**config.mk**
```make
export PLATFORM = sky130hd
export DESIGN_NAME = pipe_stage_elastic
export DESIGN_NICKNAME = d
export VERILOG_FILES = /design/src/rtl/pipe_pkg.sv /design/src/rtl/pipe_slot.sv /design/src/rtl/pipe_stage_elastic.sv
export SDC_FILE = /design/constraint.sdc
export NUM_CORES = 1
export LEC_CHECK = 0
export ABC_AREA = 1
export BUFFER_PORTS_ARGS = -buffer_cell sky130_fd_sc_hd__buf_2
export CAP_MARGIN = 20
export CORE_ASPECT_RATIO = 1.75
export CORE_UTILIZATION = 25
export CTS_BUF_LIST = sky130_fd_sc_hd__clkbuf_8 sky130_fd_sc_hd__clkbuf_16
export CTS_CLUSTER_SIZE = 10
export DETAILED_ROUTE_END_ITERATION = 8
export GPL_ROUTABILITY_DRIVEN = 0
export SKIP_LAST_GASP = 1
export SLEW_MARGIN = 20
export SYNTH_ARGS = -nofsm -noshare
export SYNTH_HDL_FRONTEND = slang
export SYNTH_SLANG_ARGS = --single-unit
```
**constraint.sdc**
```tcl
create_clock -name clk -period 2.7 [get_ports clk]
set_input_delay 0.54 -clock clk [delete_from_list [all_inputs] [get_ports clk]]
set_output_delay 0.54 -clock clk [all_outputs]
set_load 0.03 [all_outputs]
```
**src/rtl/pipe_pkg.sv**
```systemverilog
// Shared widths and control-bundle layouts for the inter-stage pipeline registers.
// The stage wrappers use these to pack and unpack bundles around pipe_stage_elastic.
package pipe_pkg;

  localparam int DE_CTRL_W = 16;
  localparam int DE_DATA_W = 105;
  localparam int EM_CTRL_W = 4;
  localparam int EM_DATA_W = 68;
  localparam int MW_CTRL_W = 3;
  localparam int MW_DATA_W = 68;

  // D/E control bundle; a bubble is all-zero, so regwrite and memwrite are clear.
  typedef struct packed {
    logic       pcsrc;
    logic       regwrite;
    logic       memtoreg;
    logic       memwrite;
    logic       branch;
    logic       alusrc;
    logic [2:0] alucontrol;
    logic [1:0] flagwrite;
    logic       cond;
    logic [3:0] flags;
  } de_ctrl_t;

endpackage

```
**src/rtl/pipe_slot.sv**
```systemverilog
// One valid+ctrl+data holding register. Any slot without a valid beat
// holds all-zero ctrl and data, so an empty slot always reads as a bubble.
module pipe_slot
  import pipe_pkg::*;
#(
  parameter int CTRL_W = DE_CTRL_W,
  parameter int DATA_W = DE_DATA_W
) (
  input  logic              clk,
  input  logic              reset,
  input  logic              clr,
  input  logic              load,
  input  logic              unload,
  input  logic [CTRL_W-1:0] nxt_ctrl,
  input  logic [DATA_W-1:0] nxt_data,
  output logic              vld,
  output logic [CTRL_W-1:0] ctrl,
  output logic [DATA_W-1:0] data
);

  logic              vld_p1;
  logic [CTRL_W-1:0] ctrl_p1;
  logic [DATA_W-1:0] data_p1;

  // Slot register boundary: reset/flush, then load, then drain to a bubble.
  always_ff @(posedge clk) begin
    if (reset || clr) begin
      vld_p1  <= 1'b0;
      ctrl_p1 <= '0;
      data_p1 <= '0;
    end else if (load) begin
      vld_p1  <= 1'b1;
      ctrl_p1 <= nxt_ctrl;
      data_p1 <= nxt_data;
    end else if (unload) begin
      vld_p1  <= 1'b0;
      ctrl_p1 <= '0;
      data_p1 <= '0;
    end
  end

  assign vld  = vld_p1;
  assign ctrl = ctrl_p1;
  assign data = data_p1;

endmodule

```
**src/rtl/pipe_stage_elastic.sv**
```systemverilog
// Parametrised elastic pipeline register with valid/ready, stall and flush-to-bubble.
// SKID=1 adds a second slot so in_ready comes straight from a register.
module pipe_stage_elastic
  import pipe_pkg::*;
#(
  parameter int CTRL_W = DE_CTRL_W,
  parameter int DATA_W = DE_DATA_W,
  parameter bit SKID   = 1'b1
) (
  input  logic              clk,
  input  logic              reset,
  input  logic              flush,
  input  logic              in_valid,
  output logic              in_ready,
  input  logic [CTRL_W-1:0] in_ctrl,
  input  logic [DATA_W-1:0] in_data,
  output logic              out_valid,
  input  logic              out_ready,
  output logic [CTRL_W-1:0] out_ctrl,
  output logic [DATA_W-1:0] out_data
);

  logic              main_v;
  logic              skid_v;
  logic              accept;
  logic              emit;
  logic              main_load;
  logic [CTRL_W-1:0] main_nxt_ctrl;
  logic [DATA_W-1:0] main_nxt_data;

  assign accept = in_valid & in_ready;
  assign emit   = main_v & out_ready;

  generate
    if (SKID) begin : g_skid
      logic              skid_load;
      logic [CTRL_W-1:0] skid_ctrl;
      logic [DATA_W-1:0] skid_data;

      // skid_v is a register, so in_ready only sees reset combinationally.
      assign in_ready      = ~skid_v & ~reset;
      assign main_load     = (skid_v & emit) | (accept & (~main_v | emit));
      assign skid_load     = accept & main_v & ~emit;
      assign main_nxt_ctrl = skid_v ? skid_ctrl : in_ctrl;
      assign main_nxt_data = skid_v ? skid_data : in_data;

      pipe_slot #(.CTRL_W(CTRL_W), .DATA_W(DATA_W)) u_skid (
        .clk      (clk),
        .reset    (reset),
        .clr      (flush),
        .load     (skid_load),
        .unload   (emit),
        .nxt_ctrl (in_ctrl),
        .nxt_data (in_data),
        .vld      (skid_v),
        .ctrl     (skid_ctrl),
        .data     (skid_data)
      );
    end else begin : g_single
      assign in_ready      = ~reset & (~main_v | out_ready);
      assign main_load     = accept;
      assign main_nxt_ctrl = in_ctrl;
      assign main_nxt_data = in_data;
      assign skid_v        = 1'b0;
    end
  endgenerate

  pipe_slot #(.CTRL_W(CTRL_W), .DATA_W(DATA_W)) u_main (
    .clk      (clk),
    .reset    (reset),
    .clr      (flush),
    .load     (main_load),
    .unload   (emit),
    .nxt_ctrl (main_nxt_ctrl),
    .nxt_data (main_nxt_data),
    .vld      (main_v),
    .ctrl     (out_ctrl),
    .data     (out_data)
  );

  assign out_valid = main_v;

endmodule
```
==> results of run 1 <==
==> worst min path at each step <==
stage | start | endpoint | slack (ns) | depth (start not counted)
after floorplan | g_skid.u_skid.ctrl[15] | g_skid.u_skid.ctrl[15] | 0.44 | 2
after global placement | g_skid.u_skid.ctrl[11] | g_skid.u_skid.ctrl[11] | 0.45 | 2
after detailed placement | g_skid.u_skid.ctrl[14] | g_skid.u_skid.ctrl[14] | 0.45 | 2
after CTS | in_data[81] | g_skid.u_skid.data[81] | 0.22 | 3
after global routing | in_data[59] | g_skid.u_skid.data[59] | 0.24 | 3
final | in_ctrl[5] | g_skid.u_skid.ctrl[5] | 0.25 | 3
==> per-stage QoR <==
step                area, µm²  utilization, %  setup WS (ns)
global placement        12000            29.3          0.779
CTS                     12800            31.1          0.812
detailed placement      12000            29.3          0.782
floorplan               10400               -           1.12
finish                  12800            31.2          0.851
global route            12800            31.2          0.805
==> layer usage <==
metal	global-route usage, %	share of wire [%]	wire length (µm)	vias up
met5	0	0	0	-
met4	9.24	4.9	1710	0
met3	2.51	5.2	1810	79
met2	28.7	51	17800	334
met1	17.2	38	13300	4940
li1	-	-	-	5187
==> cell usage in the layout, fill, tap and decap left out, types with 2 or more instances in the layout <==
cell / Yosys / layout
buf_4: 1 / 11
diode_2: 0 / 5
dfxtp_1: 244 / 243
clkbuf_16: 0 / 29
a21oi_1: 242 / 242
buf_12: 0 / 13
nand4_1: 121 / 121
nand2_1: 729 / 728
nand2_4: 0 / 3
buf_2: 60 / 248
inv_1: 3 / 8
nor2_4: 2 / 2
inv_4: 0 / 2
==> sequential cells by signal, indices dropped and copies added (netlist names) <==
signal              cells
g_skid.u_skid.ctrl     16
g_skid.u_skid.data    105
g_skid.u_skid.vld       1
u_main.ctrl            16
u_main.data           105
u_main.vld              1
==> power by group through the flow <==
stage	clock network [mW]	registers, mW	logic (mW)
finish	3.34	3.68	0.646
global route	3.59	3.68	0.711
CTS	3.44	3.68	0.650
detailed placement	0	3.75	0.648
global placement	0	3.75	0.647
floorplan	0	3.83	0.306
==> critical path, delay by kind of cell (launching register included) <==
kind	cells	cell delay [ns]
flops	1	0.38
buf+inv	1	0.22
simple gates	1	0.16
==> cell type report <==
cell class	instances	share of cell area (%)
timing repair buffer	272	12.4
multi-input combinational	1101	37.7
antenna	5	0.0980
tap	550	5.39
inverter	6	0.216
clock buffer	30	5.79
clock inverter	5	0.147
sequential	244	38.3
==> kinds of logic (layout without fill, tap and decap cells) <==
| group | count (synthesis) | after routing | share of synthesized area, % |
|---|---|---|---|
| flip-flops | 244 | 244 | 46.9 |
| AO/OA/AOI/OAI | 244 | 244 | 11.8 |
| other | 0 | 5 | 0 |
| AND/OR/NAND/NOR | 857 | 857 | 34.2 |
| buffers and inverters | 138 | 313 | 7.14 |
==> metrics.csv, run 1 <==
stage,metric,value,unit
logic_synthesis,syn-num-nets,1609,
logic_synthesis,synth.cells.most_frequent,"nand2_1, dfxtp_1, a21oi_1",
setup_path,rr_worst_depth,7,
setup_path,criticalPathCategory,reg2out,
flow_run,drv_cap,0,
status,outcome,"complete, no violations",
layout,fillCellCount,4516,
detailed_routing,antenna_left,0,
global_route,wire_length_of_the_first_global_routing_pass,53800,µm
cts,htree_levels,1,
pwr,cellLeakagePower,5.28,nW
cts,tritoncts_clock_tree,yes,
timing,fin_worst_hold_slack,0.254,ns
floorplan,initial_core_util,25.4,%
setup_path,worst_path_largest_cell_delay,0.38,ns
logic_synthesis,yosysUniqueCellTypes,19,
timing,finalWorstPathRequiredPeriod,1.85,ns
logic_synthesis,synthFlopType,dfxtp_1,
setup_path,cp_startpoint,g_skid.u_skid.vld,
setup_path,worst_path_max_delay_cell,dfxtp_4,
setup_path,worst-endpoint-arrival,1.31,ns
logic_synthesis,synth-seq-cells,244,
detailed_routing,vias,10500,
timing,setup_viol,0,
cts,cts_hold_buffers,0,
min_path,hold_path_class,in2reg,
logic_synthesis,mappedNetlistArea,10400,µm²
timing,max_freq,541,MHz
layout,fin_cells,2213,
placed_design,dp_hpwl,20800,µm
logic_synthesis,synth_largest_area_cell,dfxtp_1,
timing,final.period_utilization,68.5,%
layout,drive_gt1_share,18.9,%
floorplan,die_height,272,µm
setup_path,critical_path.max_fanout,5,
logic_synthesis,synth_largest_type_area_fraction,46.9,%
timing,final_slew_violations,0,
setup_path,setup.worst_path.end,in_ready,
logic_synthesis,synth-seq-area-share,46.9,%
detailed_routing,wl,34600,µm
cts,root_buf_cell,clkbuf_16,
floorplan,fp-row-count,98,
timing,fin_tns_setup,0,ns
detailed_routing,routed_wire_per_std_cell,15.6,µm
timing,max_slew_margin,44.0,%
pwr,powerDensity,600,nW/µm²
pwr,share_seq_of_total_power,48.0,%
floorplan,die_area,42500,µm²
pwr,vdd_drop_max,0.000414,V
cts,clk_transition_reported_paths,0.06,ns
cts,cts.sink_count,244,
pwr,total_power,7.66,mW
pwr,swShare,24.8,%
global_route,grt_overflow,0,
logic_synthesis,share_of_async_settable_or_async_resettable_flops_after_synthesis,0,%
cts,cts_setup_buffers,0,
global_route,grtUsageTotal,15.9,%
timing,grt_setup_unrepaired,false,
detailed_routing,drcViolationCount,0,
layout,register_area,4890,µm²
pwr,cellInternalPower,5.76,mW
setup_path,worst_r2r_startpoint,u_main.vld,
logic_synthesis,synth_most_common_cell,nand2_1,
cts,postCtsResizedCells,0,
detailed_routing,routed_via_density,4.76,
setup_path,list_of_cells_traversed_by_the_critical_path,"nor2_4, buf_2",
logic_synthesis,synth_enable_flop_cells,0,
logic_synthesis,synth_area_leaders,"dfxtp_1, nand2_1, a21oi_1",
timing,fin_skew,0.0101,ns
layout,syn_to_final_growth,22.7,%
placed_design,dp.cells,2173,
pwr,net_switching_power_of_the_design,1.90,mW
detailed_routing,detail_route.first_pass.iterations,5,
cts,tritoncts_buffers,28,
global_route,grt_pass1_vias,10100,
pwr,combPwrFrac,8.4,%
floorplan,area_inside_the_core_boundary,41000,µm²
floorplan,die_width,156,µm
timing,hold_viol_final,0,
setup_path,timing.critical_path.from_type,flip-flop,
logic_synthesis,synthesis.yosys.warnings,0,
setup_path,r2r-end,u_main.data[75],
logic_synthesis,syn_inst,1483,
floorplan,num_io_pins,249,
global_route,maximum_number_of_pins_on_one_net_before_global_route_repair,122,
global_route,grt_antenna_before_repair,5,
cts,worst_skew_pair.late_latency,0.55,ns
pwr,pwr-share-clk,43.6,%
setup_path,r2r_setup_slack,1.03,ns
layout,multiInputGateArea,4810,µm²
setup_path,critical_path.endpoint_type,primary output,
setup_path,timing.critical_path.required,2.16,ns
cts,cts-root-to-sink-buffers,3,
layout,final_nets,1779,
placed_design,port_buffers,248,
detailed_routing,drt_iter0_markers,681,
timing,tightest_slew,0.839,ns
logic_synthesis,avgSynthCellArea,7.02,µm²
Note: power is estimated with default switching activity, not from simulation.
==> inputs of run 2 (changes only) <==
- clock period: 2.7 -> 1.8 ns (I/O delays scaled with it)
==> run 2 against run 1 <==
  * First-iteration DRC count up 14%
  * Wire length fell by 1.6%
  * Clock skew down 0.0028 ns
  * Clock power increased by 48%
  * Die area is the same
  * Clock-buffer cell count decreased by 1
  * Core utilization is 0.19 points higher
==> metrics.csv, run 2 (synthesized netlist as in run 1, its figures left out) <==
stage,metric,value,unit
detailed_routing,routed_via_density,4.73,
setup_path,worst-endpoint-arrival,1.27,ns
status,outcome,"complete, no violations",
floorplan,num_io_pins,249,
setup_path,timing.critical_path.from_type,flip-flop,
cts,clk_transition_reported_paths,0.06,ns
setup_path,buf_inv_stages_crit_path,1,
floorplan,initial_core_util,25.4,%
floorplan,die_area,42500,µm²
floorplan,die_height,272,µm
setup_path,rr_worst_depth,6,
detailed_routing,route.met3.wl,2170,µm
timing,hold_viol_final,0,
global_route,grt_overflow,0,
layout,drive_gt1_share,19.1,%
detailed_routing,antenna_left,0,
timing,grt_setup_unrepaired,false,
layout,layout_commonest_cell,nand2_1,
min_path,hold_path_class,in2reg,
min_path,min_path_cells,3,
cts,cts-root-to-sink-buffers,3,
setup_path,timing.critical_path.required,1.44,ns
timing,max_freq,613,MHz
detailed_routing,routed_wire_per_std_cell,15.3,µm
setup_path,path_delay_family,flip-flops,
layout,final_nets,1782,
pwr,cellLeakagePower,5.31,nW
pwr,vdd_drop_max,0.000562,V
detailed_routing,drcViolationCount,0,
timing,max_slew_margin,58.2,%
layout,layout.cells.most_common_list,"nand2_1, buf_2, dfxtp_1, a21oi_1, nand4_1",
layout,fillCellCount,4468,
timing,final_slew_violations,0,
placed_design,dp_hpwl,21300,µm
cts,cts_setup_buffers,0,
layout,syn_to_final_growth,23.4,%
setup_path,critical_path.endpoint_type,primary output,
setup_path,worst_path_max_delay_cell,dfxtp_4,
setup_path,critical_path.max_fanout,3,
setup_path,list_of_cells_traversed_by_the_critical_path,"nor2_4, buf_2",
floorplan,fp-row-count,98,
detailed_routing,drt_iter0_markers,773,
cts,root_buf_cell,clkbuf_16,
timing,final.period_utilization,90.6,%
global_route,wire_length_of_the_first_global_routing_pass,53100,µm
setup_path,worst_r2r_startpoint,g_skid.u_skid.vld,
setup_path,r2r_setup_slack,0.20,ns
cts,worst_skew_pair.late_latency,0.54,ns
timing,tightest_slew,0.627,ns
timing,setup_viol,0,
timing,fin_skew,0.00731,ns
timing,finalWorstPathRequiredPeriod,1.63,ns
global_route,grt_antenna_before_repair,7,
cts,cts_hold_buffers,0,
detailed_routing,wl,34000,µm
setup_path,cp_startpoint,g_skid.u_skid.vld,
global_route,grt_pass1_vias,9842,
floorplan,die_width,156,µm
cts,postCtsResizedCells,0,
global_route,maximum_number_of_pins_on_one_net_before_global_route_repair,122,
setup_path,cp_num_cells,2,
setup_path,r2r-end,u_main.data[56],
flow_run,drv_cap,0,
timing,fin_worst_hold_slack,0.0756,ns
cts,htree_levels,1,
timing,fin_tns_setup,0,ns
detailed_routing,vias,10500,
pwr,powerDensity,889,nW/µm²
placed_design,port_buffers,248,
cts,tritoncts_buffers,28,
setup_path,criticalPathCategory,reg2out,
detailed_routing,drt-met1-wl,12600,µm
setup_path,worst_path_largest_cell_delay,0.36,ns
setup_path,setup.worst_path.end,in_ready,
detailed_routing,topRoutingLayerUsed,met4,
floorplan,area_inside_the_core_boundary,41000,µm²
cts,cts.sink_count,244,
detailed_routing,met2RoutedLength,17300,µm
global_route,grtUsageTotal,15.6,%
detailed_routing,detail_route.first_pass.iterations,5,
cts,tritoncts_clock_tree,yes,
run 2: changes by cell type in the layout (fill, tap and decap cells not counted):
cell and delta:
buf_12 +5, clkinv_2 +1, buf_4 -2, clkbuf_8 -1, diode_2 +2, inv_1 -1
run 2: how the worst min path moves through the flow:
stage                                  from                 endpoint  slack, ns
floorplan            g_skid.u_skid.ctrl[15]   g_skid.u_skid.ctrl[15]       0.44
global placement     g_skid.u_skid.data[83]   g_skid.u_skid.data[83]       0.45
detailed placement  g_skid.u_skid.data[104]  g_skid.u_skid.data[104]       0.45
CTS                             in_data[95]   g_skid.u_skid.data[95]       0.04
global route                    in_data[15]   g_skid.u_skid.data[15]       0.06
finish                          in_data[76]   g_skid.u_skid.data[76]       0.08
run 2: power breakdown:
part / switching (mW) / internal, mW / total (mW)
clock: 2.13 / 2.81 / 4.94
sequential: 0.0419 / 5.47 / 5.51
combinational: 0.650 / 0.318 / 0.968
total: 2.82 / 8.60 / 11.4
run 2: layout make-up:
cell class                 instances  area (µm²)  area share, %
antenna                            7        17.5          0.136
clock buffer                      29         726           5.65
clock inverter                     5        20.0          0.156
inverter                           6        27.5          0.214
multi-input combinational       1101        4810           37.4
sequential                       244        4890           38.1
tap                              550         688           5.36
timing repair buffer             275        1670           13.0
run 2: worst register-to-register path, cell delays in order (launching register included):
cell	delay (ns)
dfxtp_4	0.37
buf_12	0.28
nand2_4	0.13
nand2_4	0.21
buf_12	0.26
nand2_1	0.12
a21oi_1	0.16
run 2: through the flow:
step           utilization, %  setup slack [ns]  cell area (µm²)  total power [mW]  std cells
5_1_grt                  31.4            0.0930            12800              11.9       2217
3_3_place_gp             29.5             0.143            12100              6.60       2176
3_5_place_dp             29.5             0.110            12100              6.60       2176
4_1_cts                  31.3             0.124            12800              11.6       2210
2_1_floorplan               -             0.291            10400              6.20       1483
6_report                 31.4             0.168            12800              11.4       2217
run 2: metal layers:
| metal | vias up | global-route usage [%] |
|---|---|---|
| met5 | - | 0 |
| met1 | 4841 | 16.7 |
| met3 | 85 | 2.83 |
| li1 | 5191 | - |
| met2 | 359 | 27.9 |
| met4 | 0 | 9.75 |
==> inputs of run 3 (changes only) <==
- CORE_UTILIZATION: 25 -> 52
- PLACE_DENSITY: unset -> 0.78
- REMOVE_ABC_BUFFERS: unset -> 1
==> run 3 against run 2 <==
  * Total power decreased by 0.80%
  * Die area shrank 51%
  * Flip-flop and latch count unchanged
  * Design area fell by 2.6%
  * Sequential share of layout area rose by 1.0 points
  * Clock skew rose by 0.010 ns
  * Hold slack improved by 0.021 ns
  * First-iteration DRC count grew 7.5%
  * Critical path type unchanged
  * Via count up 2.8%
  * Critical endpoint unchanged
==> metrics.csv, run 3 (synthesized netlist as in run 1, its figures left out) <==
stage,metric,value,unit
status,outcome,"complete, no violations",
pwr,powerDensity,906,nW/µm²
placed_design,dpl-instance-area,11800,µm²
floorplan,die_area,20600,µm²
setup_path,worst_path_max_delay_cell,dfxtp_4,
detailed_routing,drt_iter0_markers,831,
detailed_routing,antenna_left,0,
global_route,wire_length_of_the_first_global_routing_pass,47800,µm
detailed_routing,routed_via_density,5.62,
timing,hold_viol_final,0,
setup_path,criticalPathCategory,reg2out,
placed_design,port_buffers,248,
timing,final.period_utilization,93.1,%
floorplan,num_io_pins,249,
cts,htree_levels,1,
detailed_routing,wl,30400,µm
setup_path,list_of_cells_traversed_by_the_critical_path,"nor2_4, buf_2",
floorplan,initial_core_util,53.0,%
timing,final_slew_violations,0,
cts,worst_skew_pair.late_latency,0.53,ns
setup_path,timing.critical_path.required,1.44,ns
setup_path,path_delay_family,flip-flops,
timing,fin_tns_setup,0,ns
detailed_routing,detail_route.first_pass.iterations,6,
setup_path,buf_inv_stages_crit_path,1,
placed_design,placement.setup.worst_slack,0.140,ns
pwr,cellLeakagePower,5.34,nW
detailed_routing,drcViolationCount,0,
detailed_routing,topRoutingLayerUsed,met4,
timing,max_slew_margin,62.9,%
global_route,grt_pass1_vias,9961,
setup_path,critical_path.endpoint_type,primary output,
pwr,vdd_drop_max,0.000859,V
setup_path,worst-endpoint-arrival,1.32,ns
cts,postCtsResizedCells,0,
timing,grt_setup_unrepaired,false,
layout,fillCellCount,1786,
layout,syn_to_final_growth,20.2,%
cts,tritoncts_buffers,28,
detailed_routing,drt-met1-wl,11300,µm
timing,max_freq,597,MHz
cts,cts_hold_buffers,0,
layout,final_area,12500,µm²
setup_path,critical_path.max_fanout,7,
cts,clk_transition_reported_paths,0.06,ns
global_route,grtUsageTotal,28.9,%
detailed_routing,vias,10800,
timing,setup_viol,0,
cts,cts.sink_count,244,
layout,drive_gt1_share,19.6,%
layout,layout.cells.most_common_list,"nand2_1, buf_2, dfxtp_1, a21oi_1, nand4_1",
global_route,grt_antenna_before_repair,4,
floorplan,fp-row-count,68,
layout,layout_commonest_cell,nand2_1,
setup_path,timing.critical_path.from_type,flip-flop,
cts,root_buf_cell,clkbuf_16,
timing,fin_skew,0.0177,ns
setup_path,worst_path_largest_cell_delay,0.39,ns
floorplan,die_width,109,µm
global_route,maximum_number_of_pins_on_one_net_before_global_route_repair,95,
floorplan,die_height,189,µm
cts,cts_setup_buffers,0,
cts,cts-root-to-sink-buffers,3,
timing,tightest_slew,0.557,ns
placed_design,dp_hpwl,19000,µm
timing,worst_slack,0.124,ns
timing,finalWorstPathRequiredPeriod,1.68,ns
detailed_routing,route.met3.wl,1710,µm
cts,tritoncts_clock_tree,yes,
min_path,hold_path_class,in2reg,
floorplan,area_inside_the_core_boundary,19700,µm²
detailed_routing,routed_wire_per_std_cell,15.9,µm
global_route,grt_overflow,0,
layout,final_nets,1792,
flow_run,drv_cap,0,
detailed_routing,met2RoutedLength,15600,µm
-- run 3: layer usage --
layer | vias up | GRT usage [%]
met5 | - | 0
met4 | 0 | 19.7
met3 | 110 | 3.58
met2 | 448 | 50.5
met1 | 5007 | 31.9
li1 | 5204 | -
-- run 3: path summary, 6_finish.rpt --
kind,end,slack [ns],start,cells past startpoint
worst max register to register,u_main.data[96],0.18,u_main.vld,7
worst min register to register,g_skid.u_skid.data[96],0.46,g_skid.u_skid.data[96],2
worst min-delay path,g_skid.u_skid.data[38],0.1,in_data[38],3
worst max-delay path,in_ready,0.12,g_skid.u_skid.vld,2
-- run 3: where the power goes --
| group | internal, mW | switching, mW | total, mW | leakage [nW] |
|---|---|---|---|---|
| registers | 5.47 | 0.0409 | 5.51 | 1.97 |
| logic | 0.329 | 0.650 | 0.979 | 3.00 |
| clock network | 2.81 | 2.03 | 4.84 | 0.367 |
| total | 8.61 | 2.72 | 11.3 | 5.34 |
-- run 3: cell type report --
class | instances | area, µm² | share of cell area, %
timing repair buffer | 285 | 1730 | 13.8
sequential | 244 | 4890 | 39.1
tap | 245 | 307 | 2.45
inverter | 6 | 26.3 | 0.210
multi-input combinational | 1101 | 4810 | 38.4
clock buffer | 29 | 726 | 5.80
clock inverter | 2 | 12.5 | 0.100
antenna | 4 | 10.0 | 0.0800
-- run 3: worst reg2reg max path, cell delays in order (launching register included) --
cell     delay, ns
dfxtp_1       0.43
nand2_4       0.10
inv_2         0.12
nand2_4       0.09
nand2_4       0.21
buf_4         0.33
nand2_1       0.10
a21oi_1       0.16
-- run 3: per-stage QoR --
step | utilization [%] | power, mW | hold slack [ns] | instances
after global routing | 63.6 | 11.7 | 0.0961 | 1916
after detailed placement | 59.8 | 6.60 | 0.452 | 1881
after floorplan | - | 6.13 | 0.441 | 1351
after CTS | 63.6 | 11.4 | 0.0824 | 1912
after global placement | 59.8 | 6.59 | 0.447 | 1881
final | 63.6 | 11.3 | 0.0970 | 1916
